**config.mk**
```make
export PLATFORM = sky130hd
export DESIGN_NAME = dds_osc_flat
export DESIGN_NICKNAME = d
export VERILOG_FILES = /design/src/rtl/dds_osc_if.sv /design/src/rtl/dds_osc.sv /design/src/flat_wrapper.sv
export SDC_FILE = /design/constraint.sdc
export NUM_CORES = 1
export LEC_CHECK = 0
export CAP_MARGIN = 15
export CORE_MARGIN = 8
export CORE_UTILIZATION = 55
export DETAILED_ROUTE_END_ITERATION = 10
export PLACE_DENSITY_LB_ADDON = 0.08
export REMOVE_ABC_BUFFERS = 1
export SETUP_SLACK_MARGIN = 0.15
export SYNTH_ARGS = -nofsm -noshare
export SYNTH_HDL_FRONTEND = slang
export SYNTH_SLANG_ARGS = --single-unit
```
**constraint.sdc**
```tcl
create_clock -name clk -period 3.3 [get_ports clk]
set_input_delay 0.495 -clock clk [delete_from_list [all_inputs] [get_ports clk]]
set_output_delay 0.495 -clock clk [all_outputs]
set_load 0.01 [all_outputs]
```
**src/rtl/dds_osc_if.sv**
```systemverilog
// Sample-rate bus of the oscillator: the phase increment and waveform controls
// going in, and the sample with its strobe coming out.
interface dds_osc_if;
  logic [31:0] adder;
  logic [1:0]  wave_sel;
  logic [6:0]  pw;
  logic        sync;
  logic        sample_stb;
  logic [11:0] wave_out;

  modport master (
    output adder, wave_sel, pw, sync,
    input  sample_stb, wave_out
  );

  modport slave (
    input  adder, wave_sel, pw, sync,
    output sample_stb, wave_out
  );
endinterface

```
**src/rtl/dds_osc.sv**
```systemverilog
// Phase-accumulator oscillator: divides clk down to the audio sample rate,
// accumulates the per-sample phase increment and shapes one 12-bit unsigned
// sample per period (saw, pulse, triangle, noise) with hard sync.
// Pipeline: tick edge updates acc/lfsr, the following edge registers the
// shaped sample and raises sample_stb for one cycle.
module dds_osc #(
  parameter int unsigned SAMPLE_DIV = 1000
) (
  input logic      clk,
  input logic      rst_n,
  dds_osc_if.slave bus
);

  localparam logic [15:0] DIV_LAST = 16'(SAMPLE_DIV - 1);

  logic [15:0] div_cnt;
  logic        tick;
  logic [31:0] acc;
  logic [15:0] lfsr;
  logic        sync_pend;
  logic        pend;
  logic        tick_d;
  logic        sample_stb_r;
  logic [11:0] wave_r;
  logic [11:0] wave_next;
  logic        lfsr_fb;

  assign tick    = (div_cnt == DIV_LAST);
  assign pend    = sync_pend | bus.sync;
  assign lfsr_fb = lfsr[15] ^ lfsr[13] ^ lfsr[12] ^ lfsr[10];

  // Sample-rate divider: counts 0..SAMPLE_DIV-1, tick on the last count.
  always_ff @(posedge clk or negedge rst_n) begin
    if (!rst_n) begin
      div_cnt <= '0;
    end else if (tick) begin
      div_cnt <= '0;
    end else begin
      div_cnt <= div_cnt + 16'd1;
    end
  end

  // Stage 1: phase accumulation, noise shift and sync capture; any number of
  // sync requests inside one period collapse into a single phase reset.
  always_ff @(posedge clk or negedge rst_n) begin
    if (!rst_n) begin
      acc       <= 32'h0;
      lfsr      <= 16'hACE1;
      sync_pend <= 1'b0;
      tick_d    <= 1'b0;
    end else begin
      tick_d <= tick;
      if (tick) begin
        sync_pend <= 1'b0;
        acc       <= pend ? 32'h0 : acc + bus.adder;
        lfsr      <= {lfsr[14:0], lfsr_fb};
      end else begin
        sync_pend <= pend;
      end
    end
  end

  // Waveform shaping from the already-updated phase and noise state.
  always_comb begin
    wave_next = 12'h000;
    unique case (bus.wave_sel)
      2'd0: wave_next = acc[31:20];
      2'd1: wave_next = (acc[31:25] < bus.pw) ? 12'hFFF : 12'h000;
      2'd2: wave_next = acc[31] ? ~acc[30:19] : acc[30:19];
      2'd3: wave_next = lfsr[15:4];
      default: wave_next = 12'h000;
    endcase
  end

  // Stage 2: register the sample only on the strobe so the output never
  // moves between samples, even when wave_sel/pw change mid-period.
  always_ff @(posedge clk or negedge rst_n) begin
    if (!rst_n) begin
      sample_stb_r <= 1'b0;
      wave_r       <= 12'h000;
    end else begin
      sample_stb_r <= tick_d;
      if (tick_d) begin
        wave_r <= wave_next;
      end
    end
  end

  assign bus.sample_stb = sample_stb_r;
  assign bus.wave_out   = wave_r;

endmodule

```
**src/flat_wrapper.sv**
```systemverilog
// flat-port wrapper written by rule: the top's interface ports become plain ports
module dds_osc_flat 
#(
  parameter int unsigned SAMPLE_DIV = 1000
)
  (clk, rst_n, bus_adder, bus_wave_sel, bus_pw, bus_sync, bus_sample_stb, bus_wave_out);
  dds_osc_if bus_i ();
  input logic clk;
  input logic rst_n;
  input wire logic [$bits(bus_i.adder)-1:0] bus_adder;
  input wire logic [$bits(bus_i.wave_sel)-1:0] bus_wave_sel;
  input wire logic [$bits(bus_i.pw)-1:0] bus_pw;
  input wire logic [$bits(bus_i.sync)-1:0] bus_sync;
  output wire logic [$bits(bus_i.sample_stb)-1:0] bus_sample_stb;
  output wire logic [$bits(bus_i.wave_out)-1:0] bus_wave_out;
  assign bus_i.adder = bus_adder;
  assign bus_i.wave_sel = bus_wave_sel;
  assign bus_i.pw = bus_pw;
  assign bus_i.sync = bus_sync;
  assign bus_sample_stb = bus_i.sample_stb;
  assign bus_wave_out = bus_i.wave_out;
  dds_osc #(.SAMPLE_DIV(SAMPLE_DIV)) u_core (.clk(clk), .rst_n(rst_n), .bus(bus_i));
endmodule
```
==> reports/qor.csv <==
stage,metric,value,unit
routing,drt-total-wl,12.67,mm
synth,synth_flop_cell,dfrtp_1,
worst_setup_path,critical_path_class,in2reg,
floorplan,ios,57,
sta,final_hold_viol_count,0,
synth,synth_area_leaders,"dfrtp_1 (34%), ha_1 (9.2%), nand2_1 (8.5%)",
clocking,clock_sinks,79,
worst_setup_path,worstSetupPathDepth,12,
floorplan,dieArea,0.01277,mm^2
worst_setup_path,critPathMaxFanout,2,
outcome,status,finished clean,
final_layout,post-route-util,67.32,%
routing,drc_errors,0,
routing,first_iter_violations,201,
clocking,cts_tree,done,
worst_setup_path,crit_arrival,3.25,ns
final_layout,n_antenna_cell,0,
grt,overflow,0,
synth,synth_area,0.005175,mm^2
placed_design,numPortBuffers,56,
synth,synth-edff-count,0,
sta,period_needed,3.020,ns
worst_setup_path,worst_r2r_path_depth,9,
pwr,comb_power_share,18.8,%
sta,setup_viol,0,
worst_setup_path,crit_buf_inv,2,
final_layout,drive_gt1_share,9.412,%
floorplan,fp.dieH,113,um
floorplan,coreArea,0.009196,mm^2
routing,vias,4557,
sta,rsz0062_at_grt,true,
sta,tightest_slew,0.9992,ns
worst_setup_path,start_kind,input pin,
worst_setup_path,crit_chain,clkdlybuf4s50_1 > ha_1 > inv_1 > fa_1 > nor2b_1 > o31ai_1 > a211oi_2 > o21ai_0 > a211oi_2 > o21ai_0 > a21o_1 > a32o_1,
clocking,clock_latency,0.34,ns
worst_setup_path,crit_path_top_delay_cell,clkdlybuf4s50_1,
routing,wl_per_cell,16.02,um
final_layout,stdcell_count,791,
sta,drv_slew,0,
pwr,peakVddDrop,0.2125,mV
floorplan,initial_core_util,56.27,%
pwr,netSwitchingPower,572.1,uW
pwr,sw_frac_of_total,28.33,%
sta,finalCritPeriodShare,91.52,%
final_layout,area_growth,19.63,%
sta,fmax,331.1,MHz
synth,synth_cell_types,50,
min_path,hp-class,in2async,
sta,skew,0.008757,ns
clocking,numCtsBuffers,9,
synth,synthTopCellsByCount,"nand2_1 (117), dfrtp_1 (71), o21ai_0 (55)",
job,maxCapViolCount,0,
synth,yosys.area.top_type_share,34.33,%
placed_design,place.gp.congestion,0.9032,
floorplan,row_count,35,
grt,grt_max_degree,80,
clocking,post_cts_buffers,0,
worst_setup_path,endpoint_kind,flop,
placed_design,post-dp-hpwl,9.144,mm
grt,grt_pass1_wl,21.60,mm
worst_setup_path,path_delay_family,compound AO/OA/AOI/OAI gates,
synth,yosysSeqAreaShare,38.39,%
synth,synth.avg_cell_area,8.596,um^2
pwr,powerDensity,326.2,mW/mm^2
worst_setup_path,max_stage_delay,0.46,ns
pwr,cellLeakagePower,0.002805,uW
synth,ys_ff_latch,79,
floorplan,die_w,113,um
synth,synth_cells,602,
placed_design,place_inst,775,
pwr,p_int,1447,uW
routing,dr.pass1.iters,4,
pwr,power,2019,uW
synth,synth_top_area_cell,dfrtp_1,
routing,routed_via_density,5.761,
clocking,clockRootBuffer,clkbuf_8,
pwr,p_seq_share,48.5,%
clocking,path_clk_slew,0.08,ns
synth,yosysWarnings,0,
sta,slew_headroom,33.39,%
final_layout,nets,758,
synth,synth_most_common_cell,nand2_1,
grt,antenna_found_initial,0,
grt,gr-usage-all-layers,20.50,%
pwr,clockPowerShare,32.7,%
clocking,clk_path_buf_depth,2,
synth,async_reset_ff_share,100.0,%
routing,ant_nets,0,
worst_setup_path,required,3.53,ns
grt,grt_pass1_vias,4633,
clocking,cts_max_level,3,
-- per-layer routing --
metal | global-route usage (%) | vias up | wire (um)
li1 | - | 2277 | -
met1 | 26.12 | 2174 | 5839
met2 | 34.92 | 90 | 6146
met3 | 3.195 | 16 | 515
met4 | 6.306 | 0 | 171
met5 | 0 | - | 0
-- layout by cell type, fill, tap and decap left out, drive strengths merged, types with 6 or more instances in the layout --
cell type and n:
a21o 13, o22ai 14, clkdlybuf4s50 55, nor2 33, nand2 117, dfstp 8, buf 28, xor2 17
clkbuf 11, xnor2 33, nand3 13, dfrtp 71, o31ai 6, nor3 12, a21oi 43, and3 19
inv 18, o21ai 57, o21a 9, ha 38
-- stage by stage --
| step | hold WS [ns] | TNS, ns | worst slack [ns] | cell area [um^2] |
|---|---|---|---|---|
| after detailed placement | 0.4517 | -0.1332 | -0.1228 | 5993 |
| after CTS | 0.3524 | 0 | 0.2252 | 6168 |
| final | 0.3248 | 0 | 0.2800 | 6191 |
| after global routing | 0.4124 | 0 | 0.1498 | 6191 |
| after floorplan | 0.1994 | -1.163 | -0.4582 | 5089 |
| after global placement | 0.4486 | -0.05567 | -0.05567 | 5993 |
-- cell type report --
class / instances / area [um^2]
multi-input cells: 483 / 3058
clock inverters: 5 / 33.78
inverters: 19 / 71.32
flip-flops and latches: 79 / 1987
clock buffers: 11 / 141.4
fillers: 793 / 3005
repair buffers: 83 / 760.7
well taps: 111 / 138.9
-- sequential cells by signal (all words and copies together), names as in the netlist --
signal and count:
u_core.div_cnt 16, u_core.sync_pend 1, u_core.tick_d 1, u_core.bus.sample_stb 1, u_core.lfsr 16, u_core.acc 32, u_core.bus.wave_out 12
-- cells by family (layout without fill, tap and decap cells) --
kind of cell    after synthesis  in the layout  share of synthesized area [%]
xor+xnor                     50             50                          8.462
fa+ha+maj                    39             39                          9.575
simple gates                220            220                          18.86
compound gates              174            174                          21.66
buf+inv                      40            118                          3.046
flops                        79             79                          38.39
-- path summary, 6_finish.rpt --
path	start	to	slack, ns
worst max-delay path	bus_adder[0]	u_core.acc[26]	0.28
worst min-delay path	rst_n	u_core.acc[3]	0.32
worst max register to register	u_core.acc[7]	u_core.acc[26]	0.50
worst min register to register	u_core.lfsr[5]	u_core.lfsr[6]	0.47
max in group asynchronous	rst_n	u_core.acc[23]	2.35
min in group clk	u_core.lfsr[5]	u_core.lfsr[6]	0.47
-- power by group through the flow --
stage	sequential, uW	combinational, uW	clock [uW]
2_1_floorplan	996	222	0
3_3_place_gp	998	363	0
3_5_place_dp	998	370	0
4_1_cts	980	373	680
5_1_grt	981	421	712
6_report	980	379	661
-- repair_timing --
action,CTS,global route
hold buffers,0,0
resized for setup,0,3
endpoints found under the setup margin,0,4
hold endpoints to repair,0,0
(Power assumes the default switching activity.)
==> RTL change 1 (same flow settings) <==
`SAMPLE_DIV` is set to 1000 in 2 places; all go to 500.
--- a/src/rtl/dds_osc.sv
+++ b/src/rtl/dds_osc.sv
@@ -6,3 +6,3 @@
 module dds_osc #(
-  parameter int unsigned SAMPLE_DIV = 1000
+  parameter int unsigned SAMPLE_DIV = 500
 ) (
--- a/src/flat_wrapper.sv
+++ b/src/flat_wrapper.sv
@@ -3,3 +3,3 @@
 #(
-  parameter int unsigned SAMPLE_DIV = 1000
+  parameter int unsigned SAMPLE_DIV = 500
 )
Formal check against the unedited RTL: same outputs for any inputs over 10 cycles, from zero or initial values and one cycle with rst_n low; that may be too few to reach the edited logic, so the function may still have changed.
==> RTL change 1 against the unedited design <==
Final area fell by 0.40%. Maximum frequency rose by 1.7%. Routed wire length barely moved. Worst setup slack improved by 0.052 ns. First-iteration DRC count rose by 22%. Power fell by 2.0%. Area after synthesis rose by 1.1%. Global-route usage fell by 0.52 points. Sequential cell count did not move. Largest power group unchanged. Highest routed layer unchanged.
==> RTL change 1: results (changes against the unedited design) <==
stage,metric,value,unit,change
synth,Synth Warn #,0,,unchanged
place,post-detail-place hpwl,9510,um,was 9140 um
place,Final Wtd Congestion,0.876,,was 0.903
status,status,"finished, final reports clean",,unchanged
synth,synth top area cells,"dfrtp_1, nand2_1, ha_1, xnor2_1, o21ai_0",,"was dfrtp_1, ha_1, nand2_1, xnor2_1, o21ai_0"
drt,WL met1,5890,um,was 5840 um
worst_setup_path,RR Endpoint,u_core.acc[31]$_DFFE_PN0P_,,was u_core.acc[26]$_DFFE_PN0P_
synth,ys async rst share,100,%,unchanged
worst_setup_path,R2R Path Start,u_core.acc[18]$_DFFE_PN0P_,,was u_core.acc[7]$_DFFE_PN0P_
grt,met2 Usage GRT,33.2,%,was 34.9%
place,DP Area,5970,um^2,was 5990 um^2
drt,initial drt markers,246,,was 201
hold_path,Hold WC Path Type,in -> async,,unchanged
drt,Met2 Routed Length,5920,um,was 6150 um
power_and_ir_drop,P_leak,0.00280,uW,was 0.00281 uW
worst_setup_path,Worst Path Arrival,3.22,ns,was 3.25 ns
synth,most frequent cells after synthesis,"nand2_1, dfrtp_1, o21ai_0, xnor2_1, ha_1",,"was nand2_1, dfrtp_1, o21ai_0, a21oi_1, ha_1"
worst_setup_path,largest fanout on the critical path,3,,was 2
drt,DR pass1 iterations,5,,was 4
final_layout,Final Cell Area,6170,um^2,was 6190 um^2
power_and_ir_drop,Peak VDD IR,0.228,mV,was 0.212 mV
drt,met3 WL,708,um,was 515 um
worst_setup_path,max incr delay on CP,0.44,ns,was 0.46 ns
grt,M1 GR Usage,26.0,%,was 26.1%
grt,first-pass GRT wire length,21300,um,"was 21,600 um"
grt,global routing usage on met3,3.49,%,was 3.19%
grt,Total Routing Usage GR,20.0,%,was 20.5%
worst_setup_path,CP Launch Point,bus_adder[1],,was bus_adder[0]
power_and_ir_drop,combinational power share,15.6,%,was 18.8%
synth,sequential area share after synthesis,38.0,%,was 38.4%
synth,Yosys cell types,49,,was 50
sta,clk_skew,0.0106,ns,was 0.00876 ns
grt,largest net degree at the start of global routing,62,,was 80
power_and_ir_drop,Pint,1420,uW,was 1450 uW
sta,worst slew pin tran,0.824,ns,was 0.999 ns
power_and_ir_drop,Seq pwr share,48.9,%,was 48.5%
drt,Via Count,4617,,"was 4,557"
worst_setup_path,Worst Setup EP,u_core.acc[29]$_DFFE_PN0P_,,was u_core.acc[26]$_DFFE_PN0P_
final_layout,# nets final,757,,was 758
RTL change 1: cell type report:
type                       count  area share (%)
sequential                    79            32.2
clock inverter                 6           0.873
clock buffer                  10            2.23
inverter                      25            1.52
tap                          129            2.62
timing repair buffer          74            11.2
multi-input combinational    485            49.3
RTL change 1: per-stage QoR:
step	instances	total power (uW)	worst slack [ns]	hold slack [ns]
2_1_floorplan	589	1160	0.530	0.199
3_3_place_gp	792	1290	0.0376	0.450
3_5_place_dp	792	1290	-0.0124	0.458
4_1_cts	808	1990	0.340	0.234
5_1_grt	808	2060	0.177	0.259
6_report	808	1980	0.332	0.199
RTL change 1: what timing repair did:
action,4_1_cts,5_1_grt
hold buffers,0,0
setup endpoints to repair,0,1
gates resized for setup,0,1
RTL change 1: cell families (layout without fill, tap and decap cells):
logic type	count (synthesis)	in the layout	share of synthesized area (%)
buf+inv	54	115	4.02
xor+xnor	53	53	8.87
compound gates	171	171	20.7
flops	79	79	38.0
simple gates	222	222	19.0
fa+ha+maj	39	39	9.47
==> RTL change 2 (same settings) <==
Made on the original files. Reset style: synchronous (`rst_n`), changed in 3 clocked blocks.
--- a/src/rtl/dds_osc.sv
+++ b/src/rtl/dds_osc.sv
@@ -32,3 +32,3 @@
   // Sample-rate divider: counts 0..SAMPLE_DIV-1, tick on the last count.
-  always_ff @(posedge clk or negedge rst_n) begin
+  always_ff @(posedge clk) begin
     if (!rst_n) begin
@@ -44,3 +44,3 @@
   // sync requests inside one period collapse into a single phase reset.
-  always_ff @(posedge clk or negedge rst_n) begin
+  always_ff @(posedge clk) begin
     if (!rst_n) begin
@@ -76,3 +76,3 @@
   // moves between samples, even when wave_sel/pw change mid-period.
-  always_ff @(posedge clk or negedge rst_n) begin
+  always_ff @(posedge clk) begin
     if (!rst_n) begin
Behaviour: no difference found for any inputs over 10 cycles, from zero or initial values and one cycle with rst_n low; that may be too few to reach the edited logic, so the function may still have changed.
==> RTL change 2 against the unedited design <==
Clock skew is 0.0032 ns higher. Critical path depth grew 1. Worst setup slack gained 0.063 ns. Routed wire length down 1.5%. Register-to-register slack better by 0.08 ns. Power down 7.9%. Sequential cell count did not move. Non-clock buffer count fell by 3. Count of clock-buffer cells in the layout fell by 1. Final area down 3.7%. Area after synthesis fell by 2.3%. Largest power group unchanged. Highest routed layer unchanged.
==> RTL change 2: results (changes against the unedited design) <==
stage,metric,value,unit,change
status,status,"finished, final reports clean",,unchanged
drt,initial drt markers,252,,was 201
power_and_ir_drop,P_leak,0.00256,uW,was 0.00281 uW
worst_setup_path,Worst R2R Setup Slack,0.58,ns,was 0.50 ns
place,Final Wtd Congestion,0.873,,was 0.903
grt,Total Routing Usage GR,19.9,%,was 20.5%
power_and_ir_drop,Peak VDD IR,0.206,mV,was 0.212 mV
worst_setup_path,Worst Path Arrival,3.24,ns,was 3.25 ns
synth,synth top area cells,"dfxtp_1, ha_1, nand2_1, xor2_1, a21oi_1",,"was dfrtp_1, ha_1, nand2_1, xnor2_1, o21ai_0"
worst_setup_path,RR Endpoint,u_core.acc[30]$_SDFFE_PN0P_,,was u_core.acc[26]$_DFFE_PN0P_
synth,XOR/XNOR Fraction of Synth Area,8.84,%,was 8.46%
power_and_ir_drop,Pint,1360,uW,was 1450 uW
synth,sequential area share after synthesis,31.3,%,was 38.4%
place,post-detail-place hpwl,9300,um,was 9140 um
hold_path,Hold WC Path Type,reg -> reg,,was in -> async
final_layout,Multi-input gate area,3250,um^2,was 3060 um^2
synth,top_reg_cell synth,dfxtp_1,,was dfrtp_1
drt,DR pass1 iterations,5,,was 4
worst_setup_path,R2R Path Start,u_core.acc[0]$_SDFFE_PN0P_,,was u_core.acc[7]$_DFFE_PN0P_
synth,post-synthesis compound-gate area fraction,24.8,%,was 21.7%
drt,Via Count,4667,,"was 4,557"
sta,clk_skew,0.0120,ns,was 0.00876 ns
sta,worst slew pin tran,0.536,ns,was 0.999 ns
synth,Yosys top cell area share,31.3,%,was 34.3%
place,DP Area,5770,um^2,was 5990 um^2
grt,first-pass GRT wire length,21000,um,"was 21,600 um"
final_layout,share of layout cells above drive strength 1,9.24,%,was 9.41%
worst_setup_path,largest fanout on the critical path,3,,was 2
drt,Routed WL,12500,um,"was 12,700 um"
cts,worst-skew pair later-pin latency,0.36,ns,was 0.34 ns
grt,vias in the first global route,4488,,"was 4,633"
place,Cells after DPL,788,,was 775
synth,ys async rst share,0,%,was 100%
final_layout,# nets final,771,,was 758
synth,Yosys cell types,62,,was 50
synth,post-synthesis mux area share,0.198,%,was 0%
## RTL change 2: cells by family (layout without fill, tap and decap cells)
family | after synthesis | count (layout)
buf+inv | 53 | 114
fa+ha+maj | 39 | 39
mux | 1 | 1
xor+xnor | 51 | 51
compound gates | 189 | 189
simple gates | 220 | 220
flops | 79 | 79
## RTL change 2: how the worst max path moves through the flow
stage / startpoint / to / slack [ns] / depth (start not counted)
6_report: bus_adder[0] / u_core.acc[30]$_SDFFE_PN0P_ / 0.34 / 13
5_1_grt: bus_adder[0] / u_core.acc[30]$_SDFFE_PN0P_ / 0.15 / 13
4_1_cts: bus_adder[0] / u_core.acc[28]$_SDFFE_PN0P_ / 0.28 / 13
3_5_place_dp: bus_adder[0] / u_core.acc[28]$_SDFFE_PN0P_ / -0.06 / 13
3_3_place_gp: bus_adder[0] / u_core.acc[28]$_SDFFE_PN0P_ / 0.1 / 13
2_1_floorplan: bus_adder[0] / u_core.acc[28]$_SDFFE_PN0P_ / 0.69 / 12
## RTL change 2: layout make-up
type                            instances  share of cell area, %
Tap cell                              111                   2.33
Multi-Input combinational cell        500                   54.4
Timing Repair Buffer                   80                   12.4
Sequential cell                        79                   26.5
Clock inverter                          6                  0.839
Clock buffer                           10                   2.31
Inverter                               18                   1.13
## RTL change 2: power by group through the flow
stage	clock network, uW	logic [uW]	registers, uW
final	693	206	960
after global routing	753	226	961
after CTS	707	205	960
after detailed placement	0	204	983
after global placement	0	200	982
after floorplan	0	96.8	983
## RTL change 2: metrics by stage
step / TNS [ns] / setup WS (ns) / hold WS, ns
6_report: 0 / 0.342 / 0.458
5_1_grt: 0 / 0.154 / 0.482
4_1_cts: 0 / 0.282 / 0.461
3_5_place_dp: -0.103 / -0.0616 / 0.448
3_3_place_gp: 0 / 0.0986 / 0.433
2_1_floorplan: 0 / 0.690 / 0.418
## RTL change 2: per-layer routing
layer	wire (um)	part of all wire (%)	track usage [%]
met4	124	0.99	6.11
met5	0	0	0
met2	5720	46	32.3
met3	622	5.0	3.57
met1	6020	48	26.2
## RTL change 2: critical path, cell delays in order
cell and delay, ns:
clkdlybuf4s50_1 0.46, ha_1 0.18, inv_1 0.06, fa_1 0.40, nor2b_2 0.16, o2111ai_2 0.17, a21o_1 0.23, a2111oi_2 0.36
o2111ai_1 0.22, nand4b_1 0.14, a31oi_1 0.10, xor2_1 0.15, o21ai_1 0.11
